`config.mk`:
```
export PLATFORM = sky130hd
export DESIGN_NAME = time_count_ctrl
export DESIGN_NICKNAME = d
export VERILOG_FILES = /design/src/rtl/time_count_ctrl.sv
export SDC_FILE = /design/constraint.sdc
export NUM_CORES = 1
export LEC_CHECK = 0
export CORE_MARGIN = 3
export CORE_UTILIZATION = 59
export CTS_BUF_LIST = sky130_fd_sc_hd__clkbuf_2
export DETAILED_ROUTE_END_ITERATION = 6
export GPL_TIMING_DRIVEN = 0
export PLACE_DENSITY = 0.84
export SLEW_MARGIN = 40
export SYNTH_ARGS = -nofsm -noshare
export SYNTH_HDL_FRONTEND = slang
export SYNTH_SLANG_ARGS = --single-unit
```
`constraint.sdc`:
```
create_clock -name clk -period 2.76 [get_ports clk]
set_clock_uncertainty 0.05 [all_clocks]
set_input_delay 0.276 -clock clk [delete_from_list [all_inputs] [get_ports clk]]
set_output_delay 0.276 -clock clk [all_outputs]
set_load 0.01 [all_outputs]
```
`src/rtl/time_count_ctrl.sv`:
```
// MM:SS stopwatch controller: IDLE/RUN/PAUSE FSM, one-second prescaler and
// a four-digit BCD time register. Every output comes straight from a flop.
module time_count_ctrl #(
  parameter int TICK_DIV = 50000000
) (
  input  logic       clk,
  input  logic       rst,
  input  logic       start_stop,
  input  logic       clear,
  output logic [3:0] seg_a_val,
  output logic [3:0] seg_b_val,
  output logic [3:0] seg_c_val,
  output logic [3:0] seg_d_val,
  output logic       running,
  output logic       rollover,
  output logic [1:0] state_dbg
);

  localparam int PW = (TICK_DIV > 1) ? $clog2(TICK_DIV) : 1;
  localparam logic [PW-1:0] PRESC_LAST = PW'(TICK_DIV - 1);

  typedef enum logic [1:0] {
    IDLE  = 2'd0,
    RUN   = 2'd1,
    PAUSE = 2'd2
  } state_t;

  state_t        state;
  state_t        state_next;
  logic [PW-1:0] presc;
  logic          tick;
  logic          wrap;
  logic [3:0]    a_next;
  logic [3:0]    b_next;
  logic [3:0]    c_next;
  logic [3:0]    d_next;

  assign state_dbg = state;

  // CLEAR has priority over START_STOP; a held pulse acts every cycle.
  always_comb begin
    state_next = state;
    if (clear) begin
      state_next = IDLE;
    end else if (start_stop) begin
      case (state)
        IDLE:    state_next = RUN;
        RUN:     state_next = PAUSE;
        PAUSE:   state_next = RUN;
        default: state_next = IDLE;
      endcase
    end
  end

  assign tick = (state == RUN) && (presc == PRESC_LAST);
  assign wrap = (seg_a_val == 4'd5) && (seg_b_val == 4'd9) &&
                (seg_c_val == 4'd5) && (seg_d_val == 4'd9);

  // Ripple BCD carry D -> C -> B -> A, seconds tens and minutes tens stop at 5.
  always_comb begin
    a_next = seg_a_val;
    b_next = seg_b_val;
    c_next = seg_c_val;
    d_next = seg_d_val;
    if (seg_d_val == 4'd9) begin
      d_next = 4'd0;
      if (seg_c_val == 4'd5) begin
        c_next = 4'd0;
        if (seg_b_val == 4'd9) begin
          b_next = 4'd0;
          a_next = (seg_a_val == 4'd5) ? 4'd0 : seg_a_val + 4'd1;
        end else begin
          b_next = seg_b_val + 4'd1;
        end
      end else begin
        c_next = seg_c_val + 4'd1;
      end
    end else begin
      d_next = seg_d_val + 4'd1;
    end
  end

  always_ff @(posedge clk or posedge rst) begin
    if (rst) begin
      state     <= IDLE;
      presc     <= '0;
      seg_a_val <= 4'd0;
      seg_b_val <= 4'd0;
      seg_c_val <= 4'd0;
      seg_d_val <= 4'd0;
      running   <= 1'b0;
      rollover  <= 1'b0;
    end else begin
      state   <= state_next;
      running <= (state_next == RUN);
      if (clear) begin
        presc     <= '0;
        seg_a_val <= 4'd0;
        seg_b_val <= 4'd0;
        seg_c_val <= 4'd0;
        seg_d_val <= 4'd0;
        rollover  <= 1'b0;
      end else begin
        rollover <= tick && wrap;
        // The tick still lands when START_STOP pauses on the same edge.
        if (state == RUN) begin
          presc <= tick ? '0 : presc + PW'(1);
        end
        if (tick) begin
          seg_a_val <= a_next;
          seg_b_val <= b_next;
          seg_c_val <= c_next;
          seg_d_val <= d_next;
        end
      end
    end
  end

endmodule

```
Word-level counts from Yosys, hierarchy flattened
Cells that the tools add are included.
{"block": "op_classes", "multipliers": 0, "reduce_logical": 15, "n_eq_ne": 8, "order_cmp": 0, "mux": 25, "shift": 0, "div_mod_pow": 0, "bitwise": 0, "addsub": 5}
{"op": "26-bit two-way mux", "count": 3}
{"op": "4-bit two-way mux", "count": 18}
{"op": "26-bit by 1-bit adder with 26-bit output (second input constant)", "count": 1}
{"op": "26-bit == test (second input constant)", "count": 1}
{"op": "4-bit by 1-bit adder with 4-bit output (second input constant)", "count": 4}
{"op": "2-bit nonzero test", "count": 5}
{"op": "4-bit by 3-bit == test with 1-bit output (second input constant)", "count": 2}
{"op": "4-bit == test (second input constant)", "count": 2}
{"op": "1-bit logical AND", "count": 5}
{"op": "2-bit by 1-bit == test with 1-bit output (second input constant)", "count": 2}
{"op": "2-bit two-way mux", "count": 2}
{"op": "2-bit one-hot mux with 2 select lines", "count": 1}
{"op": "4-bit AND reduction", "count": 1}
{"op": "3-bit AND reduction", "count": 1}
{"op": "2-bit == test (second input constant)", "count": 1}
{"op": "2-bit zero test", "count": 1}
{"op": "2-bit AND reduction", "count": 1}
{"op": "2-bit OR reduction", "count": 1}
{"op": "1-bit two-way mux", "count": 1}
{"block": "word_totals", "mem_bits_rw": 0, "inputBits": 4, "output_inout_bits": 20, "memories": 0, "wordCells": 61, "latchBits": 0, "reg_bits": 46, "rom_bits": 0}

Longest topological paths before layout
{"block": "logic_depth", "word_depth": 7, "ltp_mapped": 9, "depth_no_buf": 7}

Worst setup path before layout
OpenSTA, ideal clock, no wires.
{"block": "synth_path", "path_type": "register to register", "start": "reg presc[9]", "end": "reg seg_b_val[0]", "path_stages_with_launch": 8, "arrival_time_ns": 2.202, "path_buffers": 2, "setup_slack_ns": 0.430, "synth_period_minus_slack_ns": 2.330, "setup_time_ns": 0.078, "path_cell_list": "dfrtp_1 nor4b_1 nand2_1 or4_4 buf_6 buf_6 or4_1 a21oi_1"}
{"block": "synth_via", "elab_chain_cells": 4}
{"element": "start: declaration", "line_no": "30", "text": "logic [PW-1:0] presc;"}
{"element": "start signal: assignment", "line_no": "107", "text": "presc <= tick ? '0 : presc + PW'(1);"}
{"element": "26-bit == test", "line_no": "55", "text": "assign tick = (state == RUN) && (presc == PRESC_LAST);"}
{"element": "1-bit logical AND", "line_no": "55"}
{"element": "2-bit nonzero test (no source line)"}
{"element": "3-bit AND reduction (no source line)"}
{"element": "end signal: assignment", "line_no": "111", "text": "seg_b_val <= b_next;"}
{"element": "end: declaration", "line_no": "11", "text": "output logic [3:0] seg_b_val,"}
Every way passes these cells.
A chain may end at the register's enable or synchronous reset.

Worst setup path in the final report
{"block": "layout_path", "start": "reg presc[9]", "end": "reg presc[19]"}
{"block": "layout_via", "elab_chain_cells": 5, "elab_cells_between_ends": 6, "cone_classes": "add/sub (1); eq/ne (1); mux (3); reduce/logical (1)"}
{"element": "parallel branches: the longest is 2 deep, another holds 26-bit by 1-bit adder with 26-bit output"}
{"element": "26-bit two-way mux *", "line_no": "107"}
{"element": "26-bit two-way mux *", "line_no": "106", "text": "if (state == RUN) begin"}
{"element": "26-bit two-way mux *", "line_no": "96", "text": "if (clear) begin"}
Mark *: on every way between the ends. The select of a mux whose other input is x is not followed.

==> results by group <==
Die
  • Total core area: 0.00406 mm^2
  • Die width: 71.2 um
  • DIE AREA: about 0.0051 mm^2
  • Die Span Y: 71.2 um
  • Rows: 23
  • Starting Density: 0.619
  • I/O pin cnt: 24

Clock network
  • Clk sink count: 46
  • TritonCTS Buffers: 5
  • Clock H-tree levels: 2
  • CTS tree: built
  • Skew-Pair Late Insertion Delay: between 0.4 and 0.5 ns
  • Clock Tree Buf Depth: 2
  • Clock slew at reported path FFs: 0.22 ns
  • CTS Root Buffer Type: clkbuf_2

Yosys
  • Syn avg cell area: 9.33 um^2
  • Synth warn: 0
  • Post-synth top area share: 0.459
  • Ys flop type: dfrtp_1
  • Asr flop ratio synth: 1.00
  • Post-Synthesis Cells: roughly 270
  • Seq/Total Area, Yosys: 0.459
  • Synth area leader: dfrtp_1
  • Area of the mapped netlist: 0.00251 mm^2
  • Yosys reg bits: 46
  • Synth Net Count: around 280
  • Top post-synthesis cells by area: dfrtp_1 46%, xnor2_1 5.6%, nor2_1 4.6%, ha_1 4.5%, a21oi_1 3.6%
  • EDFF count, synth: 0
  • Count of cell types in the netlist: 36

Route
  • DRC viols: 0
  • Vias per inst: 6.03
  • Routed Wire Length: 5400 um
  • DRT iter0 DRCs: about 260
  • ANT nets after route: 0
  • Routed vias: around 2,100
  • Routed length per instance: 15.3 um
  • Router iterations before antenna repair: 4

STA
  • Final Setup Violations: 0
  • RSZ-0062 raised after global routing: false
  • Min Tclk post-route: 2.56 ns
  • Fin. Hold Viols: 0
  • Fin crit share: 0.928
  • Setup_tns: 0 ns
  • Final Max Slew Viols: 0
  • Fmax: 390 MHz
  • Hold slack final: roughly 0.51 ns
  • Worst slew margin: 0.465
  • Slew of the pin with the lowest slew margin: 0.800 ns

Layout
  • Layout cells sized above 1: 0.0629
  • Final nets: 314
  • Antenna diodes: 0
  • Design area: 0.00291 mm^2
  • Fill count: about 310
  • Syn-to-layout area delta: 15.9%

Setup path
  • CP max stage cell: or4_4
  • Worst setup EP type: flop
  • CP peak stage delay: 0.52 ns
  • Worst setup SP type: flop
  • WS Path Type: reg -> reg
  • Most common cell on crit path: buf_6
  • Critical Path RT: 3.04 ns
  • Crit path arrival time: 2.84 ns
  • Crit path max fanout: 10
  • Worst-path cell chain: nor4b_2 > nand2_1 > or4_4 > buf_6 > buf_6 > nand2b_1 > clkbuf_1 > nor2_1

Placement
  • Placed Area: approximately 0.0028 mm^2
  • Routability cong.: around 0.84
  • Port-buffer cells: 23
  • Hpwl dp: 3770 um

Hold path
  • Worst hold path type: reg -> reg

Run status
  • Status: finished clean

Power
  • Switching Share: 0.237
  • VDD IR max: 0.402 mV
  • Pwr Total: 1.14 mW
  • P_sw: about 270 uW
  • Combinational share of power: 0.062
  • Pleak: 1.18 nW
  • Cell-internal power: 867 uW
  • Clock power frac: 0.333
  • Flop pwr share: 0.606
  • Cell area power density: 391 mW/mm^2

Global route
  • Largest net degree at the start of global routing: 38
  • First-pass GRT wire length: 9470 um
  • Initial antenna violation count: 0
  • Gr usage total: 0.234
  • Vias in the first global route: slightly above 2,000
  • Global route overflow: 0

Flow run
  • Max Cap Viol: 0
-- cells in the mapped netlist (4+ instances only) --
cell	instances
nor3_1	9
o21ai_0	15
a21oi_1	18
nand3_1	12
clkbuf_1	10
ha_1	9
nand2_1	23
or4_1	10
nor4_1	4
and3b_1	4
inv_1	8
xnor2_1	16
nand4_1	7
and3_1	4
or3_1	5
xor2_1	7
dfrtp_1	46
nor2_1	31
-- final timing paths --
kind | to | start | cells past startpoint | slack, ns
min in group asynchronous | seg_a_val[3] | rst | 3 | 0.53
worst min-delay path | presc[6] | presc[6] | 2 | 0.51
worst max register to register | presc[19] | presc[9] | 8 | 0.20
worst min register to register | presc[6] | presc[6] | 2 | 0.51
max in group asynchronous | seg_d_val[2] | rst | 4 | 1.65
worst max-delay path | presc[19] | presc[9] | 8 | 0.20
-- sequential cells by signal, indices dropped and copies added (netlist names) --
| register | count |
|---|---|
| presc | 26 |
| rollover | 1 |
| running | 1 |
| seg_a_val | 4 |
| seg_b_val | 4 |
| seg_c_val | 4 |
| seg_d_val | 4 |
| state_dbg | 2 |
-- cell usage in the layout (no fill, tap or decap), types with 3 or more instances in the layout --
master,Yosys,layout
and3_1,4,4
nor2_1,31,31
xor2_1,7,7
inv_1,8,7
nor2b_1,3,3
clkbuf_1,10,9
o211ai_1,3,3
buf_6,3,3
nand4_1,7,7
or3_1,5,5
or4_1,10,10
nand2_1,23,23
nor4_1,4,4
clkdlybuf4s50_1,0,23
clkbuf_2,0,8
xnor2_1,16,16
ha_1,9,9
dfrtp_1,46,46
nand3_1,12,12
o21ai_0,15,15
a21oi_1,18,18
nor3_1,9,9
and4_1,3,3
and3b_1,4,4
-- metal layers --
layer | routed length [um] | global-route usage | part of all wire
met5 | 0 | 0 | 0
met2 | 2580 | 0.357 | 0.48
met4 | 74 | 0.100 | 0.014
met1 | 2540 | 0.334 | 0.47
met3 | 213 | 0.0351 | 0.039
-- cell families (layout without fill, tap and decap cells) --
family,after synthesis,count (layout),share of synthesized area
AND/OR/NAND/NOR,127,127,0.277
flip-flops,46,46,0.459
AO/OA/AOI/OAI,40,40,0.0877
XOR/XNOR,23,23,0.0803
buffers and inverters,22,55,0.0434
adder cells (fa/ha/maj),9,9,0.0449
multiplexers,2,2,0.00847
-- critical path, delay by kind of cell, from the launching register on --
family | cells | cell delay, ns
buffers and inverters | 3 | 0.67
and+or+nand+nor | 5 | 1.27
DFF | 1 | 0.47
-- power groups by stage --
stage	combinational [mW]	clock (mW)	sequential [mW]
after floorplan	0.0373	0	0.699
after global placement	0.0632	0	0.698
after detailed placement	0.0694	0	0.699
after CTS	0.0706	0.381	0.688
after global routing	0.0777	0.410	0.689
final	0.0699	0.378	0.688
-- layout make-up --
class	count	area (um^2)	area share
clock inverters	1	30.0	0.0103
clock buffers	7	35.0	0.0120
flip-flops and latches	46	1150	0.396
inverters	8	32.5	0.0112
well taps	50	62.6	0.0215
repair buffers	25	260	0.0895
plain buffers	14	80.1	0.0275
multi-input cells	201	1260	0.432
-- per-stage QoR --
step	std cells	utilization	setup WS (ns)
floorplan	269	-	0.430
global placement	342	0.691	0.177
detailed placement	343	0.696	0.112
CTS	352	0.715	0.0746
global route	352	0.717	0.0332
finish	352	0.717	0.198
-- timing repair --
item	4_1_cts	5_1_grt
endpoints found under the hold margin	8	0
resized for setup	0	3
buffers inserted	0	0
hold buffers	1	0
setup endpoints to repair	0	26
Power figures use the tool's default switching activity.
==> RTL edit (same flow settings) <==
The parameter `TICK_DIV` goes from 50000000 to 100000000.
--- a/src/rtl/time_count_ctrl.sv
+++ b/src/rtl/time_count_ctrl.sv
@@ -3,3 +3,3 @@
 module time_count_ctrl #(
-  parameter int TICK_DIV = 50000000
+  parameter int TICK_DIV = 100000000
 ) (
Formal check against the unedited RTL: same outputs for any inputs over 10 cycles, from zero or initial values and one cycle with rst high; that may be too few to reach the edited logic, so the function may still have changed.
==> RTL edit against the original RTL <==
Sequential cell count increased by 1. Clock power decreased by 28%. First-iteration DRC count decreased by 52%. Area after synthesis increased by 4.7%. Wire length decreased by 2.9%. Synthesized cell count increased by 3.3%. Worst setup slack improved by 0.27 ns. Non-clock buffer count decreased by 8. Count of clock-buffer cells in the layout unchanged. Sequential share of layout area about the same. Core utilization increased by 0.077 points. Final area increased by 2.2%. Total power decreased by 8.1%. Critical endpoint unchanged.
==> RTL edit: results (changes against the original RTL) <==
metric	value	unit	change
outcome	completed		unchanged
synth unique cells	48		was 36
share of layout cells above drive strength 1	9.39	%	was 6.29%
critical path data arrival time	2.54	ns	was 2.84 ns
1st-iter DRT viols	122		was 256
P_clk	0.000274	W	was 0.000378 W
Routed WL per cell	14.6	µm	was 15.3 µm
layout filler cell count	322		was 312
first-pass GRT wire length	9360	µm	was 9470 µm
Tightest Hold Check Type	in2reg		was reg2reg
Placed Cells	351		was 343
syn nets	291		was 282
maximum VDD drop	0.256	mV	was 0.402 mV
Via density	5.82		was 6.03
sequential area share after synthesis	44.8	%	was 45.9%
hold_sp	clear		was presc[6]$_DFFE_PP0P_
register-to-register setup slack	0.46	ns	was 0.20 ns
final std cells w/o fill	359		was 352
max reg flops	27		was 26
HPWL after detailed placement	3910	µm	was 3770 µm
vias in the first global route	2094		was 2,077
Hold Buf Count CTS	0		was 1
H-tree Lvls	2		unchanged
Hold EP	rollover$_DFF_PP0_		was presc[6]$_DFFE_PP0P_
pin count of the biggest net entering global routing	31		was 38
synth cell count leaders	dfrtp_1 (47), nor2_1 (34), nand2_1 (24)		was dfrtp_1 (46), nor2_1 (31), nand2_1 (23)
CP peak stage delay	0.45	ns	was 0.52 ns
reg2reg start	presc[0]$_DFFE_PP0P_		was presc[9]$_DFFE_PP0P_
Pint	0.000789	W	was 0.000867 W
Critical-path top delay cell	nor4_4		was or4_4
GRT Resource Usage Total	22.4	%	was 23.4%
Nets	321		was 314
gpl congestion	0.884		was 0.842
combinational fraction of design power	6.5	%	was 6.2%
Mapped Cells	278		was 269
later-pin clock latency in the skew report	0.40	ns	was 0.45 ns
## RTL edit: cell count changes in the layout (fill, tap and decap cells not counted), moves of 6 or more
| cell | unedited run | this run |
|---|---|---|
| clkbuf_1 | 9 | 3 |
| nand3_1 | 12 | 21 |
| o21ai_0 | 15 | 1 |
| o21ai_1 | 0 | 8 |
| or3_1 | 5 | 12 |
| or4_1 | 10 | 3 |
## RTL edit: cells by family after synthesis
kind of cell / after synthesis / share of synthesized area [%]
AOI/OAI and AO/OA: 35 / 8.29
xor gates and xnor gates: 23 / 7.67
adders and majority gates: 9 / 4.29
buffers and inverters: 17 / 3.09
DFF: 47 / 44.8
muxes: 2 / 0.762
and+or+nand+nor: 145 / 31.1
## RTL edit: stage by stage
stage / setup WS (ns) / power [W] / cell area (µm²) / hold slack (ns)
2_1_floorplan: 0.800 / 0.000754 / 2630 / 0.389
3_3_place_gp: 0.401 / 0.000777 / 2910 / 0.473
3_5_place_dp: 0.501 / 0.000783 / 2930 / 0.471
4_1_cts: 0.474 / 0.00106 / 2970 / 0.000322
5_1_grt: 0.251 / 0.00109 / 2970 / 0.00992
6_report: 0.464 / 0.00104 / 2970 / 0.0208
## RTL edit: metal layers
metal | global-route usage, % | share of wire (%) | vias to the layer above
met5 | 0 | 0 | -
li1 | - | - | 1047
met3 | 3.58 | 2.9 | 12
met1 | 30.5 | 47 | 998
met2 | 35.7 | 48 | 34
met4 | 9.22 | 2.0 | 0
## RTL edit: layout make-up
| type | instances | share of cell area, % |
|---|---|---|
| clock inverters | 1 | 0.168 |
| inverters | 9 | 1.22 |
| multi-input cells | 214 | 46.1 |
| plain buffers | 8 | 1.60 |
| repair buffers | 23 | 8.08 |
| well taps | 50 | 2.10 |
| clock buffers | 7 | 1.18 |
| flip-flops and latches | 47 | 39.6 |
